===== config.mk =====
export PLATFORM = sky130hd
export DESIGN_NAME = pattern_resp_misr
export DESIGN_NICKNAME = d
export VERILOG_FILES = /design/src/rtl/pattern_resp_misr.sv
export SDC_FILE = /design/constraint.sdc
export NUM_CORES = 1
export LEC_CHECK = 0
export CAP_MARGIN = 20
export CORE_MARGIN = 3
export CORE_UTILIZATION = 30
export DETAILED_ROUTE_END_ITERATION = 7
export DONT_BUFFER_PORTS = 1
export HOLD_SLACK_MARGIN = 0.06
export PLACE_DENSITY = 0.56
export SLEW_MARGIN = 25
export SYNTH_ARGS = -nofsm -noshare
export SYNTH_HDL_FRONTEND = slang
export SYNTH_SLANG_ARGS = --single-unit
export TNS_END_PERCENT = 10

===== constraint.sdc =====
create_clock -name blif_clk_net_r -period 3 [get_ports blif_clk_net_r]
set_clock_uncertainty 0.1 [all_clocks]
set_input_delay 0.6 -clock blif_clk_net_r [delete_from_list [all_inputs] [get_ports blif_clk_net_r]]
set_output_delay 0.6 -clock blif_clk_net_r [all_outputs]
set_load 0.1 [all_outputs]

===== src/rtl/pattern_resp_misr.sv =====
// Response-compaction stage: folds a run of response vectors into a MISR signature.
// It then holds the signature and flags done, along with a compare against a golden value.
module pattern_resp_misr #(
  parameter int                WIDTH = 10,
  parameter int                SIG_W = 16,
  parameter int                CNT_W = 8,
  parameter logic [SIG_W-1:0]  POLY  = 16'h1021,
  parameter logic [SIG_W-1:0]  SEED  = 16'h0000
) (
  input  logic             blif_clk_net_r,
  input  logic             blif_reset_net_r,
  input  logic             start_i,
  input  logic [CNT_W-1:0] num_pat_i,
  input  logic             resp_valid_i,
  input  logic [WIDTH-1:0] resp_data_i,
  output logic             resp_ready_o,
  output logic             busy_o,
  output logic             done_o,
  output logic [SIG_W-1:0] sig_o,
  output logic [CNT_W-1:0] pat_cnt_o,
  input  logic [SIG_W-1:0] exp_sig_i,
  output logic             match_o
);

  typedef enum logic [1:0] {IDLE, RUN, DONE} state_t;

  state_t           state, state_nxt;
  logic [SIG_W-1:0] sig, sig_shift, sig_nxt;
  logic [CNT_W-1:0] cnt, cnt_inc, target;
  logic             load, accept;

  // Galois-style step: shift, fold POLY back in on MSB carry-out, then inject the vector.
  assign sig_shift = {sig[SIG_W-2:0], 1'b0} ^ (sig[SIG_W-1] ? POLY : '0);
  assign sig_nxt   = sig_shift ^ SIG_W'(resp_data_i);
  assign cnt_inc   = cnt + CNT_W'(1);

  always_ff @(posedge blif_clk_net_r or posedge blif_reset_net_r) begin
    if (blif_reset_net_r) state <= IDLE;
    else                  state <= state_nxt;
  end

  always_comb begin
    state_nxt    = state;
    resp_ready_o = 1'b0;
    busy_o       = 1'b0;
    done_o       = 1'b0;
    load         = 1'b0;
    accept       = 1'b0;
    case (state)
      IDLE, DONE: begin
        done_o = (state == DONE);
        if (start_i) begin
          load      = 1'b1;
          state_nxt = (num_pat_i != '0) ? RUN : DONE;
        end
      end
      RUN: begin
        resp_ready_o = 1'b1;
        busy_o       = 1'b1;
        if (resp_valid_i) begin
          accept = 1'b1;
          if (cnt_inc == target) state_nxt = DONE;
        end
      end
      default: state_nxt = IDLE;
    endcase
  end

  // Target is only consumed in RUN, so a zero-length run leaves it untouched.
  always_ff @(posedge blif_clk_net_r or posedge blif_reset_net_r) begin
    if (blif_reset_net_r) begin
      sig    <= SEED;
      cnt    <= '0;
      target <= '0;
    end else if (load) begin
      sig <= SEED;
      cnt <= '0;
      if (num_pat_i != '0) target <= num_pat_i;
    end else if (accept) begin
      sig <= sig_nxt;
      cnt <= cnt_inc;
    end
  end

  assign sig_o     = sig;
  assign pat_cnt_o = cnt;
  assign match_o   = done_o & (sig == exp_sig_i);

endmodule


==> impl_metrics.tcl <==
set metrics [dict create \
    core_mm2 0.00613 \
    viasPerCell 4.97 \
    path_max_fanout 2 \
    synth.most_common_cell "dfrtp_1" \
    finalSetupViolCount 0 \
    synth.distinct_cells 38 \
    synthFlopType "dfrtp_1" \
    register_area_um2 851 \
    syn-num-nets 240 \
    htreeDepth 2 \
    dieArea_mm2 0.00760 \
    r2r_cells 6 \
    fin_util_pct 38.2 \
    start_kind "register" \
    ant_nets 0 \
    grt-ovfl-total 0 \
    synthTopCellsByArea "dfrtp_1 (43%), xnor2_1 (13%), mux2_4 (5.3%), a211oi_1 (3.8%), nand2_1 (3.2%)" \
    hold_path_class "in -> async" \
    pre_cts_slack_ns 0.684 \
    drtIter0Drc 78 \
    drive_gt1_share_pct 21.1 \
    drcViolationCount 0 \
    timing.final.crit_share_pct 81.0 \
    arrival_ns 1.73 \
    diodes 0 \
    hold_viol 0 \
    synth_cells 201 \
    status "finished, final reports clean" \
    synth.avg_cell_area_um2 9.84 \
    multi_input_area_mm2 0.00106 \
    synth-compound-area-share_pct 13.7 \
    clk_latency_ns 0.28 \
    num_vias 1502 \
    firstDrtPassIters 4 \
    io_pins 66 \
    start_util_pct 32.2 \
    yosysWarnings 0 \
    place.gp.congestion 0.780 \
    root_buffer "clkbuf_8" \
    grt_pass1_wl_mm 7.93 \
    place_hpwl_mm 3.78 \
    critPathMaxStageDelay_ns 0.39 \
    die_x_um 87.2 \
    critPathKind "reg -> out" \
    synth.top_cells.by_count "dfrtp_1 (34), xnor2_1 (30), nand2_1 (17), nor2_1 (15), o21ai_0 (11)" \
    grt_pass1_vias 1524 \
    regToRegEndpoint "state[0]" \
    r2r-start "pat_cnt_o[0]" \
    die_h_um 87.2 \
    max-slew-margin-rel_pct 58.8 \
    regToRegSetupSlack_ns 0.82 \
    netlist_area_mm2 0.00198 \
    yosys.area_share.simple_pct 16.5 \
    cts_resized 0 \
    setup_ws_ns 0.570 \
    synthAdderAreaFrac_pct 0.633 \
    grt_max_degree 35 \
    ys_seq_area_share_pct 43.0 \
    period_needed_ns 2.43 \
    rsz0062_at_grt "false" \
    fillers 601 \
    wl_mm 4.92 \
    rows 28 \
    worst_slew_pin_slew_ns 0.616 \
    critical_path_required_ns 2.30 \
    nets 265 \
    clock_sinks 34 \
    cts_buffers 5 \
    final_cells 302 \
    area_growth_pct 18.5 \
    dp.cells 294 \
    final_max_slew_viol_count 0 \
    yosysTopAreaCellShare_pct 43.0 \
    path_clk_slew_ns 0.07 \
    wl_per_cell_um 16.3 \
    antenna_found_initial 0 \
    cp-end-kind "output port" \
    tns_ns 0 \
    async_flop_share_pct 100 \
    clock.fmax_ghz 0.412 \
    tritoncts "done" \
    synth_top_family_by_area "simple AND/OR/NAND/NOR gates" \
    slowest_stage "dfrtp_1" \
    io_buffer_count 0 \
    grtUsageTotal_pct 13.5 \
    cap_viol_max_count 0 \
    hold_buffers 0 \
    synth_top_area_cell "dfrtp_1" \
    post-cts-setup-buffers 0 \
    path_cells "xnor2_1 > nand4_1 > nor4_1 > and3_1 > buf_12" \
    yosys-mux-area-fraction_pct 5.82 \
    yosys.area_share.xor_xnor_pct 16.4 \
    ys_ff_latch 34 \
    cts_buffer_depth 2 \
    synth-edff-count 0 \
]
[state kept, by name (all words and copies together), names as in the netlist]
name       flops
sig_o         16
pat_cnt_o      8
target         8
state          2
[kinds of logic after synthesis]
group / Yosys count
buffers and inverters: 15
XOR/XNOR: 37
AND/OR/NAND/NOR: 65
AO/OA/AOI/OAI: 41
flip-flops: 34
adder cells (fa/ha/maj): 1
multiplexers: 8
[cells in the final DEF, fill, tap and decap left out, types with 5 or more instances in the layout]
master    instances
xor2_1            7
nor2_1           15
a21oi_1           5
mux2_4            7
dfrtp_1          34
xnor2_1          30
o21ai_0          11
nand4_1           6
clkbuf_8          6
nand2_1          17
buf_4            29
a211oi_1         10
nand3_1           6
[worst max-delay path: cells and delay by family, from the launching register on]
kind                   cells  cell delay (ns)
AND/OR/NAND/NOR            3             0.64
buffers and inverters      1             0.18
flip-flops                 1             0.39
XOR/XNOR                   1             0.24
[metal layers]
layer / wire length [µm] / GRT usage, %
met1: 2130 / 17.5
met2: 2400 / 21.0
met3: 310 / 5.11
met4: 79 / 4.18
met5: 0 / 0
[area by class of cell]
type	count	area share, %
clock buffer	7	3.68
clock inverter	1	0.214
inverter	3	0.481
multi-input combinational	152	45.2
sequential	34	36.3
tap	75	4.00
timing repair buffer	30	10.1
[how the worst max path moves through the flow]
| stage | startpoint | endpoint |
|---|---|---|
| 2_1_floorplan | sig_o[15] | match_o |
| 3_3_place_gp | exp_sig_i[12] | match_o |
| 3_5_place_dp | exp_sig_i[8] | match_o |
| 4_1_cts | sig_o[8] | match_o |
| 5_1_grt | sig_o[8] | match_o |
| 6_report | sig_o[8] | match_o |
[stage by stage]
| stage | hold WS [ns] | instance area (µm²) |
|---|---|---|
| floorplan | 0.385 | 1980 |
| global placement | 0.413 | 2250 |
| detailed placement | 0.421 | 2250 |
| CTS | 0.227 | 2340 |
| global route | 0.243 | 2340 |
| finish | 0.208 | 2340 |
Power is left out: the tool's default activity adds up to more than one toggle a clock period on the data nets, which glitch-free logic cannot reach.
==> RTL change 1 (same flow settings) <==
Change the parameter `CNT_W` from 8 to 12.
--- a/src/rtl/pattern_resp_misr.sv
+++ b/src/rtl/pattern_resp_misr.sv
@@ -3,7 +3,7 @@
 module pattern_resp_misr #(
   parameter int                WIDTH = 10,
   parameter int                SIG_W = 16,
-  parameter int                CNT_W = 8,
+  parameter int                CNT_W = 12,
   parameter logic [SIG_W-1:0]  POLY  = 16'h1021,
   parameter logic [SIG_W-1:0]  SEED  = 16'h0000
 ) (
Interface: changed (resized num_pat_i and pat_cnt_o); port bits go from 66 to 74. No check against the original RTL was run, so the function may have changed too.
==> RTL change 1 against the original RTL <==
Worst setup slack better by 56 ps. Register-to-register slack got worse by 50 ps. Design area increased by 21%. Area after synthesis increased by 22%. Routed wire length is 30% higher. Sequential cell count grew 8. Critical endpoint unchanged. Sequential share of layout area rose by 0.65 points. Synthesized cell count increased by 25%. Final cell count rose by 26%.
==> RTL change 1: results (changes against the original RTL) <==
status=finished clean (unchanged); GR Util met3=4.18% (was 5.11%); Fill cells=818 (was 601); most common library cells after synthesis=42 x dfrtp_1, 36 x xnor2_1, 21 x nor2_1 (was 34 x dfrtp_1, 30 x xnor2_1, 17 x nand2_1); Reg2Reg Depth=5 (was 6); vias in the first global route=1797 (was 1524); WL/cell=16.8 um (was 16.3 um); largest net degree at the start of global routing=43 (was 35); Reg2Reg Setup Slack=770 ps (was 820 ps); crit path DAT=1670 ps (was 1730 ps); Final period util=79.1% (was 81.0%); Post-Syn Nets=295 (was 240); synth top area cells=dfrtp_1 44%, xnor2_1 13%, mux2_2 5.1%, o21ai_0 3.7%, nand3_1 3.3% (was dfrtp_1 43%, xnor2_1 13%, mux2_4 5.3%, a211oi_1 3.8%, nand2_1 3.2%); mux cell area share after synthesis=6.03% (was 5.82%); synth unique cells=40 (was 38); Worst-Margin Slew=741 ps (was 616 ps); worst slack, placed=757 ps (was 684 ps); share of layout cells above drive strength 1=21.5% (was 21.1%); GRT Total Usage=13.6% (was 13.5%); post-synthesis sequential area ratio=43.7% (was 43.0%); Routed met3 length=327 um (was 310 um); routed wl met2=3.04 mm (was 2.40 mm); initial drt markers=98 (was 78); Final GP Congestion=0.812 (was 0.780); WL met1=2.98 mm (was 2.13 mm)
RTL change 1: worst min path at each step:
stage | endpoint | slack, ps
CTS | sig_o[11] | 250
finish | sig_o[10] | 220
global route | sig_o[11] | 270
global placement | target[0] | 390
detailed placement | target[0] | 400
floorplan | target[0] | 380
RTL change 1: through the flow:
stage | total power, mW | cells | util [%] | cell area, sq um
after floorplan | 2.75 | 251 | - | 2410
after global placement | 3.19 | 375 | 35.5 | 2760
after detailed placement | 3.21 | 375 | 35.6 | 2760
after CTS | 3.58 | 381 | 36.6 | 2840
after global routing | 3.74 | 381 | 36.6 | 2840
final | 3.56 | 381 | 36.6 | 2840
RTL change 1: cell type report:
type / instances / area share (%)
Inverter: 1 / 0.132
Clock buffer: 6 / 2.90
Multi-Input combinational cell: 193 / 45.3
Timing Repair Buffer: 37 / 10.2
Sequential cell: 42 / 37.0
Tap cell: 102 / 4.49
==> RTL change 2 (same settings) <==
Made on the original files. Put one more register stage on the output `pat_cnt_o`. The value now appears one clock later. The other outputs are not delayed to match.
--- a/src/rtl/pattern_resp_misr.sv
+++ b/src/rtl/pattern_resp_misr.sv
@@ -83,7 +83,9 @@
   end
 
   assign sig_o     = sig;
-  assign pat_cnt_o = cnt;
+  always_ff @(posedge blif_clk_net_r) begin
+    pat_cnt_o <= cnt;
+  end
   assign match_o   = done_o & (sig == exp_sig_i);
 
 endmodule
Check against the original RTL: not equivalent (a bounded check fails within 4 cycles, from zero or initial values and one cycle with blif_reset_net_r high).
==> RTL change 2 against the original RTL <==
Sequential cell count rose by 8. Critical path depth unchanged. Sequential share of layout area up 4.9 points. Design area up 4.8%. Area after synthesis grew 7.2%. Non-clock buffer count down 8. Worst setup slack worse by 72 ps. Routed wire length decreased by 1.2%. Critical path type unchanged.
Power is not shown: default switching activity piles up to over one toggle a cycle in this logic, so the estimate is an artifact.
==> RTL change 2: results (changes against the original RTL) <==
Reg area=1010 sq um (was 851 sq um); status=finished clean (unchanged); via/cell ratio=4.79 (was 4.97); Synth Area in Adders=0.591% (was 0.633%); Worst-Margin Slew=949 ps (was 616 ps); synth top area cells=dfrtp_1 40%, xnor2_1 13%, dfxtp_1 7.6%, o21ai_0 4.7%, nand3_1 3.8% (was dfrtp_1 43%, xnor2_1 13%, mux2_4 5.3%, a211oi_1 3.8%, nand2_1 3.2%); Final period util=83.4% (was 81.0%); worst r2r src=cnt[0] (was pat_cnt_o[0]); Compound-Gate Fraction of Synth Area=11.2% (was 13.7%); Fill cells=701 (was 601); Cells after DPL=311 (was 294); root buffer cell=clkbuf_8 (unchanged); Reg2Reg Setup Slack=840 ps (was 820 ps); Final GP Congestion=0.823 (was 0.780); Repair and plain buffers=22 (was 30); Clock-cell share=4.28% (was 3.90%); first-pass GRT wire length=7.94 mm (was 7.93 mm); Critical Path Source=sig_o[6] (was sig_o[8]); synth unique cells=43 (was 38); mux cell area share after synthesis=5.14% (was 5.82%); xor and xnor area share after synthesis=15.3% (was 16.4%); Synth async-reset ratio=81.0% (was 100%); area of the multi-input gates=1030 sq um (was 1060 sq um); crit path DAT=1800 ps (was 1730 ps); post-synthesis sequential area ratio=47.7% (was 43.0%); max reg flops=16 (unchanged); Post-Syn Nets=248 (was 240); critical path's top delay family=simple AND/OR/NAND/NOR gates (unchanged); Synth Instances=209 (was 201); First-pass DRT Iterations=4 (unchanged); share of layout cells above drive strength 1=18.1% (was 21.1%); initial drt markers=103 (was 78); multi-input gates=151 (was 152); Nets=264 (was 265); vias in the first global route=1452 (was 1524); CTS Sinks=42 (was 34); most common library cells after synthesis=34 x dfrtp_1, 31 x xnor2_1, 20 x o21ai_0 (was 34 x dfrtp_1, 30 x xnor2_1, 17 x nand2_1); Worst-Skew Late Latency=300 ps (was 280 ps); DP HPWL=3.73 mm (was 3.78 mm); worst slack, placed=618 ps (was 684 ps); Non-Clock Buffer Area Fraction=7.24% (was 10.1%); Finished Layout Cells=319 (was 302); GRT Total Usage=12.4% (was 13.5%); Final Routed Wirelength=4.86 mm (was 4.92 mm)
RTL change 2: changes by cell type after synthesis, moves of 4 or more:
cell,unedited run,this run
mux2_1,0,7
dfxtp_1,0,8
nand3_1,6,16
mux2_4,7,0
a21oi_1,5,1
a211oi_1,10,3
nor2_1,15,9
o21ai_0,11,20
RTL change 2: stage by stage:
step / area [sq um] / setup TNS, ps / utilization [%] / hold WS (ps)
after floorplan: 2120 / -98.4 / - / 248
after global placement: 2350 / 0 / 35.5 / 345
after detailed placement: 2350 / 0 / 35.5 / 350
after CTS: 2450 / 0 / 37.1 / 195
after global routing: 2450 / 0 / 37.2 / 207
final: 2450 / 0 / 37.2 / 176
RTL change 2: metal layers:
| metal | GRT usage (%) | wire length, um |
|---|---|---|
| met5 | 0 | 0 |
| met4 | 3.44 | 52 |
| met3 | 5.01 | 382 |
| met2 | 18.3 | 2280 |
| met1 | 16.7 | 2150 |
